$ cat src/rtl/shift_sequencer_pkg.sv
// Shared state encodings and count-width derivation for the shift sequencer.
package shift_sequencer_pkg;

  // LOAD exists as an encoding only; loading happens in the IDLE accept cycle.
  typedef enum logic [1:0] {
    ST_IDLE  = 2'd0,
    ST_LOAD  = 2'd1,
    ST_SHIFT = 2'd2,
    ST_RESP  = 2'd3
  } state_e;

  localparam int DEFAULT_WIDTH = 8;

  function automatic int cnt_width(input int width);
    return $clog2(width + 1);
  endfunction

endpackage

$ cat src/rtl/shift_sequencer_if.sv
// Command/response handshake bundle between a requester and the shift sequencer.
interface shift_sequencer_if
  import shift_sequencer_pkg::*;
#(
  parameter int WIDTH = DEFAULT_WIDTH,
  parameter int CNT_W = cnt_width(WIDTH)
);

  logic             cmd_valid;
  logic             cmd_ready;
  logic [WIDTH-1:0] cmd_data;
  logic             cmd_dir;
  logic [CNT_W-1:0] cmd_count;
  logic             cmd_rotate;
  logic             cmd_fill;

  logic             rsp_valid;
  logic             rsp_ready;
  logic [WIDTH-1:0] rsp_data;
  logic             rsp_carry;

  modport master (
    output cmd_valid, cmd_data, cmd_dir, cmd_count, cmd_rotate, cmd_fill,
    output rsp_ready,
    input  cmd_ready, rsp_valid, rsp_data, rsp_carry
  );

  modport slave (
    input  cmd_valid, cmd_data, cmd_dir, cmd_count, cmd_rotate, cmd_fill,
    input  rsp_ready,
    output cmd_ready, rsp_valid, rsp_data, rsp_carry
  );

endinterface

$ cat src/rtl/shift_sequencer_bidir_shift_reg.sv
// Bidirectional shift register with parallel load; load wins over shift enable.
module bidir_shift_reg #(
  parameter int WIDTH = 8
) (
  input  logic             clk,
  input  logic             rstn,
  input  logic             en,
  input  logic             load,
  input  logic             dir,
  input  logic             serial_in,
  input  logic [WIDTH-1:0] d,
  output logic [WIDTH-1:0] q
);

  logic [WIDTH-1:0] q_q;
  logic [WIDTH-1:0] q_d;

  always_comb begin
    q_d = q_q;
    if (load) begin
      q_d = d;
    end else if (en) begin
      // dir=1 moves bits toward the LSB, so serial data enters at the MSB
      if (dir) begin
        q_d = {serial_in, q_q[WIDTH-1:1]};
      end else begin
        q_d = {q_q[WIDTH-2:0], serial_in};
      end
    end
  end

  always_ff @(posedge clk) begin
    if (!rstn) begin
      q_q <= '0;
    end else begin
      q_q <= q_d;
    end
  end

  assign q = q_q;

endmodule

$ cat src/rtl/shift_sequencer.sv
// Accepts a word plus shift command, shifts one bit per cycle, then holds the
// result until the consumer takes it.
//   state    | meaning
//   ST_IDLE  | ready for a command; accept cycle also loads the word
//   ST_SHIFT | one shift per cycle until the remaining count runs out
//   ST_RESP  | result presented, waiting for rsp_ready
module shift_sequencer
  import shift_sequencer_pkg::*;
#(
  parameter int WIDTH = DEFAULT_WIDTH,
  parameter int CNT_W = cnt_width(WIDTH)
) (
  input  logic              clk,
  input  logic              rst,
  shift_sequencer_if.slave  bus,
  output logic              busy
);

  localparam logic [CNT_W-1:0] MAX_CNT = CNT_W'(WIDTH);
  localparam logic [CNT_W-1:0] ONE_CNT = CNT_W'(1);

  state_e           state_q, state_d;
  logic [CNT_W-1:0] cnt_q, cnt_d;
  logic             dir_q, dir_d;
  logic             rot_q, rot_d;
  logic             fill_q, fill_d;
  logic             carry_q, carry_d;

  logic             sr_en;
  logic             sr_load;
  logic             sr_sin;
  logic [WIDTH-1:0] word;
  logic             exit_bit;
  logic [CNT_W-1:0] eff_cnt;

  assign exit_bit = dir_q ? word[0] : word[WIDTH-1];
  assign eff_cnt  = (bus.cmd_count > MAX_CNT) ? MAX_CNT : bus.cmd_count;

  always_comb begin
    state_d = state_q;
    cnt_d   = cnt_q;
    dir_d   = dir_q;
    rot_d   = rot_q;
    fill_d  = fill_q;
    carry_d = carry_q;
    sr_en   = 1'b0;
    sr_load = 1'b0;
    sr_sin  = rot_q ? exit_bit : fill_q;

    case (state_q)
      ST_IDLE: begin
        if (bus.cmd_valid) begin
          sr_load = 1'b1;
          dir_d   = bus.cmd_dir;
          rot_d   = bus.cmd_rotate;
          fill_d  = bus.cmd_fill;
          cnt_d   = eff_cnt;
          carry_d = 1'b0;
          state_d = (eff_cnt != '0) ? ST_SHIFT : ST_RESP;
        end
      end
      ST_SHIFT: begin
        sr_en   = 1'b1;
        carry_d = exit_bit;
        cnt_d   = cnt_q - ONE_CNT;
        // terminal count: the shift happening now is the last one
        if (cnt_q == ONE_CNT) begin
          state_d = ST_RESP;
        end
      end
      ST_RESP: begin
        if (bus.rsp_ready) begin
          state_d = ST_IDLE;
        end
      end
      default: begin
        state_d = ST_IDLE;
      end
    endcase
  end

  always_ff @(posedge clk) begin
    if (rst) begin
      state_q <= ST_IDLE;
      cnt_q   <= '0;
      dir_q   <= 1'b0;
      rot_q   <= 1'b0;
      fill_q  <= 1'b0;
      carry_q <= 1'b0;
    end else begin
      state_q <= state_d;
      cnt_q   <= cnt_d;
      dir_q   <= dir_d;
      rot_q   <= rot_d;
      fill_q  <= fill_d;
      carry_q <= carry_d;
    end
  end

  // On a load cycle dir_q is stale, but load overrides shifting in the register.
  bidir_shift_reg #(
    .WIDTH (WIDTH)
  ) u_word (
    .clk       (clk),
    .rstn      (!rst),
    .en        (sr_en),
    .load      (sr_load),
    .dir       (dir_q),
    .serial_in (sr_sin),
    .d         (bus.cmd_data),
    .q         (word)
  );

  assign bus.cmd_ready = (state_q == ST_IDLE);
  assign bus.rsp_valid = (state_q == ST_RESP);
  assign bus.rsp_data  = word;
  assign bus.rsp_carry = carry_q;
  assign busy          = (state_q != ST_IDLE);

endmodule

$ cat src/flat_wrapper.sv
// flat-port wrapper written by rule: the top's interface ports become plain ports
module shift_sequencer_flat import shift_sequencer_pkg::*;
#(
  parameter int WIDTH = DEFAULT_WIDTH,
  parameter int CNT_W = cnt_width(WIDTH)
)
  (clk, rst, busy, bus_cmd_valid, bus_cmd_data, bus_cmd_dir, bus_cmd_count, bus_cmd_rotate, bus_cmd_fill, bus_rsp_ready, bus_cmd_ready, bus_rsp_valid, bus_rsp_data, bus_rsp_carry);
  shift_sequencer_if #(.WIDTH(WIDTH), .CNT_W(CNT_W)) bus_i ();
  input  logic clk;
  input  logic rst;
  output logic busy;
  input wire logic [$bits(bus_i.cmd_valid)-1:0] bus_cmd_valid;
  input wire logic [$bits(bus_i.cmd_data)-1:0] bus_cmd_data;
  input wire logic [$bits(bus_i.cmd_dir)-1:0] bus_cmd_dir;
  input wire logic [$bits(bus_i.cmd_count)-1:0] bus_cmd_count;
  input wire logic [$bits(bus_i.cmd_rotate)-1:0] bus_cmd_rotate;
  input wire logic [$bits(bus_i.cmd_fill)-1:0] bus_cmd_fill;
  input wire logic [$bits(bus_i.rsp_ready)-1:0] bus_rsp_ready;
  output wire logic [$bits(bus_i.cmd_ready)-1:0] bus_cmd_ready;
  output wire logic [$bits(bus_i.rsp_valid)-1:0] bus_rsp_valid;
  output wire logic [$bits(bus_i.rsp_data)-1:0] bus_rsp_data;
  output wire logic [$bits(bus_i.rsp_carry)-1:0] bus_rsp_carry;
  assign bus_i.cmd_valid = bus_cmd_valid;
  assign bus_i.cmd_data = bus_cmd_data;
  assign bus_i.cmd_dir = bus_cmd_dir;
  assign bus_i.cmd_count = bus_cmd_count;
  assign bus_i.cmd_rotate = bus_cmd_rotate;
  assign bus_i.cmd_fill = bus_cmd_fill;
  assign bus_i.rsp_ready = bus_rsp_ready;
  assign bus_cmd_ready = bus_i.cmd_ready;
  assign bus_rsp_valid = bus_i.rsp_valid;
  assign bus_rsp_data = bus_i.rsp_data;
  assign bus_rsp_carry = bus_i.rsp_carry;
  shift_sequencer #(.WIDTH(WIDTH), .CNT_W(CNT_W)) u_core (.clk(clk), .rst(rst), .bus(bus_i), .busy(busy));
endmodule
$ cat config.mk
export PLATFORM = sky130hd
export DESIGN_NAME = shift_sequencer_flat
export DESIGN_NICKNAME = d
export VERILOG_FILES = /design/src/rtl/shift_sequencer_pkg.sv /design/src/rtl/shift_sequencer_if.sv /design/src/rtl/shift_sequencer_bidir_shift_reg.sv /design/src/rtl/shift_sequencer.sv /design/src/flat_wrapper.sv
export SDC_FILE = /design/constraint.sdc
export NUM_CORES = 1
export LEC_CHECK = 0
export ABC_CLOCK_PERIOD_IN_PS = 1500
export CORE_ASPECT_RATIO = 1.4
export CORE_UTILIZATION = 49
export CTS_BUF_LIST = sky130_fd_sc_hd__clkbuf_8
export CTS_CLUSTER_DIAMETER = 120
export DETAILED_ROUTE_END_ITERATION = 8
export PLACE_DENSITY = 0.82
export SLEW_MARGIN = 20
export SYNTH_ARGS = -nofsm -noshare
export SYNTH_HDL_FRONTEND = slang
export SYNTH_HIERARCHICAL = 1
export SYNTH_SLANG_ARGS = --single-unit
export TNS_END_PERCENT = 50
$ cat constraint.sdc
create_clock -name clk -period 1.5 [get_ports clk]
set_input_delay 0.15 -clock clk [delete_from_list [all_inputs] [get_ports clk]]
set_output_delay 0.15 -clock clk [all_outputs]
set_load 0.01 [all_outputs]
* Yosys cells after proc, flatten, opt, wreduce, memory -nomap -nowiden
Index checks and enable logic that the tools add are counted.
Storage, ports and cells: register bits 18, latch bits 0, RAM bits 0, bits in read-only memories 0, output and inout port bits 12, logic and storage cells 41, memories kept 0
Cells by class: add/subtract/negate cells 1, $mul 0, divide/modulo/power cells 0, order comparisons 1, equal/unequal tests 6, shifts and indexed selects 0, muxes and demuxes 18, bitwise gates (word level) 0, reductions and logical operators 8
Operator list (number):
- $mux 8 | 3
- $mux 4 | 2
- $pmux 4 s2 | 1
- $mux 1 | 7
- $mux 2 | 3
- $pmux 2 s3 | 1
- $reduce_bool 2->1 | 3
- $eq 2x2->1 const B | 2
- $eq 4x1->1 const B | 1
- $gt 4x4->1 const B | 1
- $ne 2x2->1 const B | 2
- $reduce_and 2->1 | 2
- $reduce_bool 4->1 | 1
- $sub 4x1->4 const B | 1
- $reduce_and 3->1 | 1
- $logic_not 2->1 | 1
- $ne 2x1->1 const B | 1
- $pmux 1 s2 | 1

* Longest topological paths before layout
Gate-level depths: netlist of run 1.
depth after elaboration 6, mapped depth 6, gate-level depth less buffers 5

* Modules after synthesis
Netlist of run 1, hierarchy kept.
By module, submodules not included:
- shift_sequencer | instances 1, cells an instance 72, area each 595.6 sq um
- bidir_shift_reg | instances 1, cells an instance 46, area each 508.0 sq um

* Worst setup path after synthesis of run 1
Ideal clock, no wire load.
path kind register -> register, start point reg u_core.state_q[1], end point reg u_core.u_word.q_q[3] (netlist: u_core/u_word/q[3]), setup time 0.126 ns, arrival time 1.165 ns, data required time 1.374 ns, setup slack 0.208 ns, stages on the path, launching flop included 7, path buffers 2, period minus slack after synthesis 1.292 ns, path through dfxtp_1 or3b_1 buf_6 clkinv_8 buf_6 nand2b_4 o221ai_2
On the way: word-level cells in the longest chain between the ends 3
RTL lines:
- from (decl) | line shift_sequencer.sv:22 | state_e state_q, state_d;
- from (signal assigned) | line shift_sequencer.sv:91 | state_q <= state_d;
- $logic_not 2->1 * | line shift_sequencer.sv:50 | case (state_q)
- $mux 1 * | line shift_sequencer.sv:50
- net u_core.sr_load | line shift_sequencer.sv:30 | logic sr_load;
- $mux 8 or $reduce_bool 2->1 (tied branches)
- to (signal assigned) | line shift_sequencer_bidir_shift_reg.sv:36 | q_q <= q_d;
- to (decl) | line shift_sequencer_bidir_shift_reg.sv:15 | logic [WIDTH-1:0] q_q;
Mark *: on every way through the listed nets, which the timed path passes. The rest lies on a longest branch. A chain may end at the register's enable or synchronous reset.

* Worst setup path in the final report of run 1
start point reg u_core.state_q[0], end point out bus_rsp_valid
On the way: word-level cells in the longest chain between the ends 1
RTL lines:
- $eq 2x2->1 | line shift_sequencer.sv:115 | assign bus.rsp_valid = (state_q == ST_RESP);
- to (decl) | line flat_wrapper.sv:20 | output wire logic [$bits(bus_i.rsp_valid)-1:0] bus_rsp_valid;
No other way between the ends.

==> run_results.csv, run 1 <==
group,metric,value,unit
yosys,synth-seq-area-share,32.7,%
global_route,antenna_found_initial,0,
drt,drt_iter0_markers,42,
setup_path,endpoint,"bus_rsp_valid",
global_route,grt_pass1_wl,4280,um
yosys,syn_area_per_cell,9.35,um2
drt,wl,2550,um
yosys,synth_top_flop_cell,"dfxtp_1",
power_and_ir_drop,p_int,0.000949,W
floorplanning,pin_count,31,
setup_path,rrSetupSlack,0.13,ns
power_and_ir_drop,p_leak,0.588,nW
yosys,synth_edf_count,0,
timing,finalCritPeriodShare,95.2,%
yosys,synthesis.nets,139,
clock_tree,cts_buffer_depth,2,
timing,rsz0062_at_grt,"no",
final_layout,fin_nets,179,
global_route,grt_use_total,22.6,%
setup_path,critPathLaunchType,"register",
yosys,synth_cells,118,
drt,vias,1010,
yosys,synthTopCellsByCount,"18 x dfxtp_1, 10 x nand3_1, 9 x mux2i_1",
setup_path,r2r_start,"u_core/state_q[1]",
drt,antenna_left,0,
outcome,status,"finished clean",
yosys,netlist_area,1100,um2
yosys,synth_seq_cells,18,
clock_tree,clock-sinks,18,
clock_tree,cts_tree,"yes",
setup_path,cpPeakStageDelay,0.53,ns
floorplanning,start_util,51.3,%
setup_path,crit_type,"register to output pin",
clock_tree,clockRootBuffer,"clkbuf_8",
clock_tree,post-cts-setup-buffers,0,
drt,vias_per_cell,5.64,
global_route,grt_max_degree,12,
timing,maxSlewHeadroom,83.2,%
setup_path,crit_path_end_kind,"output pin",
final_layout,area_growth_syn_to_layout,38.7,%
yosys,ys_async_sr_fraction,0,%
setup_path,critPathTopFamily,"buffers and inverters",
floorplanning,die_h,58.2,um
yosys,yosysMostFrequentCell,"dfxtp_1",
placed_design,place_congestion,0.798,
timing,final.setup_skew,0.00290,ns
setup_path,cp_num_buf_inv,1,
global_route,met3_usage,3.12,%
power_and_ir_drop,p_total,0.00130,W
setup_path,reg2reg_depth,4,
clock_tree,cts-htree-levels,1,
timing,layout_min_cycle_time,1.43,ns
min_path,hp-start,"bus_cmd_fill",
yosys,synth.distinct_cells,36,
setup_path,reg2reg_to,"u_core/u_word/q[1]",
clock_tree,clkLatencyLatePin,0.25,ns
floorplanning,core,2150,um2
final_layout,num_antenna_cells,0,
timing,hold_violations,0,
global_route,overflow,0,
floorplanning,rows,20,
power_and_ir_drop,p_sw_share,27.1,%
timing,tightest_slew,0.246,ns
clock_tree,cts_made_buffers,3,
power_and_ir_drop,seqPwrFrac,42.5,%
yosys,synth.largest_area_cell,"dfxtp_1",
flow_run,drv_cap,0,
setup_path,cpMaxStageDelayCell,"clkdlybuf4s50_1",
final_layout,drive_above_1_share,21.0,%
global_route,grt_pass1_vias,980,
global_route,gr-usage-met1,24.7,%
placed_design,portBuffers,30,
yosys,synth_top_area_share,32.7,%
setup_path,crit_fanout,6,
setup_path,cp.depth,2,
timing,drv_slew,0,
setup_path,cp.required,1.35,ns
timing,fmax,700,MHz
drt,wl_per_cell,14.3,um
setup_path,cp.arrival,1.28,ns
clock_tree,clkTransAtPathRegs,0.07,ns
placed_design,hpwl,1970,um
min_path,hold_class,"input port to register",
power_and_ir_drop,pwr-share-comb,27.0,%
floorplanning,die-width,42.1,um
setup_path,crit_path_start,"u_core/state_q[0]",
power_and_ir_drop,p_per_area,851,nW/um2
final_layout,finish.utilization,71.1,%
global_route,top_usage_layer,"met2",
setup_path,path_cells,"and2_1 -> clkdlybuf4s50_1",
yosys,yosysWarnings,6,
power_and_ir_drop,peakVddDrop,0.609,mV
power_and_ir_drop,clock_power_share,30.5,%
yosys,yosys-top-cells-area,"dfxtp_1 33%, mux2i_1 8.2%, buf_6 5.1%",
timing,setup_viol,0,
drt,drcViolationCount,0,
floorplanning,die_area,2450,um2
drt,drt-pass1-iter-count,4,
global_route,use_met2,42.4,%
power_and_ir_drop,p_sw,0.000352,W
==> final cells by class <==
| type | count | area, um2 |
|---|---|---|
| clock buffer | 4 | 55.1 |
| timing repair buffer | 43 | 408 |
| multi-input combinational | 85 | 638 |
| tap | 22 | 27.5 |
| sequential | 18 | 363 |
| fill | 179 | 622 |
| inverter | 7 | 38.8 |
==> worst min-delay path by stage <==
stage / endpoint / slack, ns / cells past startpoint
after floorplan: u_core/fill_q / 0.29 / 2
after global placement: u_core/fill_q / 0.45 / 2
after detailed placement: u_core/fill_q / 0.45 / 2
after CTS: u_core/dir_q / 0.44 / 3
after global routing: u_core/rot_q / 0.45 / 3
final: u_core/fill_q / 0.44 / 3
==> registers in the layout, indices dropped and copies added, names as in the netlist <==
register              cells
u_core/bus.rsp_carry      1
u_core/cnt_q              4
u_core/dir_q              1
u_core/fill_q             1
u_core/rot_q              1
u_core/state_q            2
u_core/u_word/q           8
==> power groups by stage <==
stage               clock, W  combinational [W]  sequential (W)
floorplan                  0           0.000201        0.000559
global placement           0           0.000341        0.000561
detailed placement         0           0.000351        0.000563
CTS                 0.000407           0.000349        0.000552
global route        0.000426           0.000381        0.000559
finish              0.000397           0.000352        0.000553
==> cells in the final DEF, fill, tap and decap left out, types with 2 or more instances in the layout <==
cell type and count:
nand3_1 10, mux2i_1 9, o221ai_1 5, clkdlybuf4s50_1 28, dlygate4sd2_1 2, or3_1 2, o221ai_2 3, nor2b_1 3
dfxtp_2 2, inv_1 6, a31oi_1 3, nor4bb_1 2, clkbuf_8 4, a21oi_1 6, nand2b_1 8, buf_4 12
nand2_1 8, nand2b_4 2, dfxtp_1 16, o21a_1 3, nor2_1 4, ha_1 2
==> routing by layer <==
metal  share of wire (%)  up-vias  wire (um)
met5                   0        -          0
met4                0.59        0         15
met3                 4.4        2        112
met2                  54       29       1390
met1                  41      475       1040
li1                    -      504          -
==> logic make-up (layout without fill, tap and decap cells) <==
group                    count (synthesis)  count (layout)  synth area share, %
flip-flops                              18              18                 32.7
adder cells (fa/ha/maj)                  2               2                 2.27
AO/OA/AOI/OAI                           26              26                 20.0
buffers and inverters                   15              54                 9.75
multiplexers                             9               9                 8.16
AND/OR/NAND/NOR                         48              48                 27.2
==> worst reg2reg max path: stages, from the launching register on <==
cell,delay [ns]
dfxtp_2,0.35
or3b_4,0.45
clkinv_8,0.09
nand3b_4,0.19
o221ai_1,0.15
==> what timing repair did <==
item | in CTS | in global routing
gates cloned | 0 | 0
hold buffers | 0 | 0
endpoints found under the setup margin | 2 | 5
gates resized for setup | 2 | 3
hold endpoints to repair | 0 | 0
==> per-stage QoR <==
stage / setup slack [ns] / hold slack [ns] / instances / TNS [ns] / cell area [um2]
2_1_floorplan: 0.208 / 0.286 / 118 / 0 / 1100
3_3_place_gp: -0.169 / 0.445 / 175 / -1.62 / 1470
3_5_place_dp: -0.224 / 0.452 / 175 / -2.11 / 1470
4_1_cts: 0.00365 / 0.438 / 179 / 0 / 1530
5_1_grt: 0.0297 / 0.446 / 179 / 0 / 1530
6_report: 0.0717 / 0.442 / 179 / 0 / 1530
Note: power is estimated with default switching activity, not from simulation.
==> run 2, diff against run 1 <==
--- a/config.mk
+++ b/config.mk
@@ -6,12 +6,14 @@
 export NUM_CORES = 1
 export LEC_CHECK = 0
 export ABC_CLOCK_PERIOD_IN_PS = 1500
+export CELL_PAD_IN_SITES_DETAIL_PLACEMENT = 1
+export CELL_PAD_IN_SITES_GLOBAL_PLACEMENT = 2
 export CORE_ASPECT_RATIO = 1.4
-export CORE_UTILIZATION = 49
+export CORE_UTILIZATION = 29
 export CTS_BUF_LIST = sky130_fd_sc_hd__clkbuf_8
 export CTS_CLUSTER_DIAMETER = 120
 export DETAILED_ROUTE_END_ITERATION = 8
-export PLACE_DENSITY = 0.82
+export PLACE_DENSITY_LB_ADDON = 0.1
 export SLEW_MARGIN = 20
 export SYNTH_ARGS = -nofsm -noshare
 export SYNTH_HDL_FRONTEND = slang
==> run 2 against run 1 <==
Die area increased by 66%. Sequential power about the same. Via count increased by 1.5%. Design area increased by 2.7%. Register-to-register slack about the same. Combinational power increased by 4%. Sequential share of layout area decreased by 0.62 points. Largest cell class unchanged.
==> run_results.csv, run 2 (same netlist as run 1, synthesis figures left out) <==
group,metric,value,unit
power_and_ir_drop,pwr-share-comb,28.9,%
setup_path,reg2reg_depth,4,
timing,fmax,705,MHz
global_route,antenna_found_initial,0,
clock_tree,cts_hold_buf,0,
timing,finalCritPeriodShare,94.6,%
floorplanning,pin_count,31,
min_path,hold_class,"input port to register",
outcome,status,"finished clean",
clock_tree,cts_buffer_depth,2,
global_route,grt_use_total,16.5,%
placed_design,hpwl,2470,um
final_layout,drive_above_1_share,21.5,%
timing,tightest_slew,0.339,ns
timing,fin_setup_tns,0,ns
timing,rsz0062_at_grt,"no",
drt,antenna_left,0,
global_route,grt_pass1_vias,1033,
setup_path,crit_fanout,4,
final_layout,fin_nets,181,
setup_path,crit_type,"register to output pin",
floorplanning,die_h,75.0,um
setup_path,cp.depth,1,
timing,setup_viol,0,
floorplanning,die_area,4060,um2
global_route,grt_max_degree,10,
clock_tree,clkTransAtPathRegs,0.08,ns
final_layout,finalInstanceArea,1570,um2
timing,setup_ws,0.0806,ns
final_layout,area_growth_syn_to_layout,42.4,%
clock_tree,cts_tree,"yes",
floorplanning,die-width,54.1,um
setup_path,cp_num_buf_inv,1,
final_layout,nFillCells,427,
final_layout,finish.utilization,43.1,%
placed_design,portBuffers,30,
timing,maxSlewHeadroom,77.1,%
power_and_ir_drop,p_int,0.000902,W
clock_tree,clock-sinks,18,
floorplanning,core,3640,um2
power_and_ir_drop,seqPwrFrac,43.5,%
drt,wl_per_cell,15.4,um
placed_design,placed_area,1530,um2
final_layout,num_antenna_cells,0,
placed_design,place_congestion,0.829,
timing,hold_violations,0,
timing,final.setup_skew,0.00590,ns
final_layout,layout_common_cells,"27 x clkdlybuf4s50_1, 16 x dfxtp_1, 13 x buf_4",
drt,drt_iter0_markers,17,
clock_tree,cts_made_buffers,3,
clock_tree,clockRootBuffer,"clkbuf_8",
setup_path,cp.arrival,1.27,ns
power_and_ir_drop,clock_power_share,27.5,%
global_route,overflow,0,
setup_path,critPathLaunchType,"register",
clock_tree,clkLatencyLatePin,0.25,ns
clock_tree,cts-htree-levels,1,
timing,layout_min_cycle_time,1.42,ns
setup_path,crit_path_end_kind,"output pin",
final_layout,largest_reg_flops,8,
drt,drt-pass1-iter-count,4,
clock_tree,cts-resized-gates,3,
clock_tree,post-cts-setup-buffers,0,
setup_path,critPathTopFamily,"buffers and inverters",
drt,wl,3080,um
min_path,min_path_cells,3,
placed_design,pre_cts_ws,-0.243,ns
floorplanning,start_util,30.3,%
power_and_ir_drop,p_per_area,808,nW/um2
setup_path,cpPeakStageDelay,0.57,ns
setup_path,cpMaxStageDelayCell,"clkdlybuf4s50_1",
power_and_ir_drop,p_sw,0.000367,W
flow_run,drv_cap,0,
power_and_ir_drop,peakVddDrop,0.345,mV
floorplanning,rows,26,
power_and_ir_drop,p_leak,0.614,nW
final_layout,final_common_cell,"clkdlybuf4s50_1",
drt,drcViolationCount,0,
drt,vias,1025,
setup_path,path_cells,"clkdlybuf4s50_1",
drt,vias_per_cell,5.13,
setup_path,cp.required,1.35,ns
global_route,grt_pass1_wl,4820,um
timing,drv_slew,0,
power_and_ir_drop,p_sw_share,28.9,%
[run 2: changes by cell type in the layout (fill, tap and decap cells not counted)]
cell             change
buf_12               +1
buf_4                +1
clkbuf_8             -1
clkdlybuf4s50_1      -1
dlymetal6s2s_1       +1
[run 2: path summary, 6_finish.rpt]
check | start | endpoint | slack (ns)
hold / removal | bus_cmd_dir | u_core/dir_q | 0.44
setup reg to reg | u_core/state_q[1] | u_core/u_word/q[1] | 0.14
hold reg to reg | u_core/fill_q | u_core/fill_q | 0.47
setup / recovery | u_core/u_word/q[3] | bus_rsp_data[3] | 0.08
[run 2: layout make-up]
class | count | area (um2) | area share (%)
Timing Repair Buffer | 45 | 438 | 27.9
Sequential cell | 18 | 363 | 23.1
Clock buffer | 3 | 41.3 | 2.63
Inverter | 7 | 38.8 | 2.47
Tap cell | 42 | 52.6 | 3.34
Multi-Input combinational cell | 85 | 638 | 40.6
[run 2: per-stage QoR]
step	hold slack, ns	cells	power (W)
after floorplan	0.286	118	0.000760
after global placement	0.445	197	0.000929
after detailed placement	0.457	197	0.000937
after CTS	0.441	200	0.00129
after global routing	0.470	200	0.00134
final	0.444	200	0.00127
[run 2: per-layer routing]
metal | GRT usage [%] | wire length, um
met1 | 18.5 | 1270
met2 | 30.1 | 1630
met3 | 2.02 | 119
met4 | 7.41 | 58
met5 | 0 | 0
[run 2: power by group through the flow]
| stage | registers (W) | logic (W) | clock network (W) |
|---|---|---|---|
| after detailed placement | 0.000565 | 0.000373 | 0 |
| after floorplan | 0.000559 | 0.000201 | 0 |
| after CTS | 0.000553 | 0.000371 | 0.000363 |
| after global routing | 0.000559 | 0.000400 | 0.000379 |
| final | 0.000553 | 0.000367 | 0.000350 |
| after global placement | 0.000562 | 0.000366 | 0 |
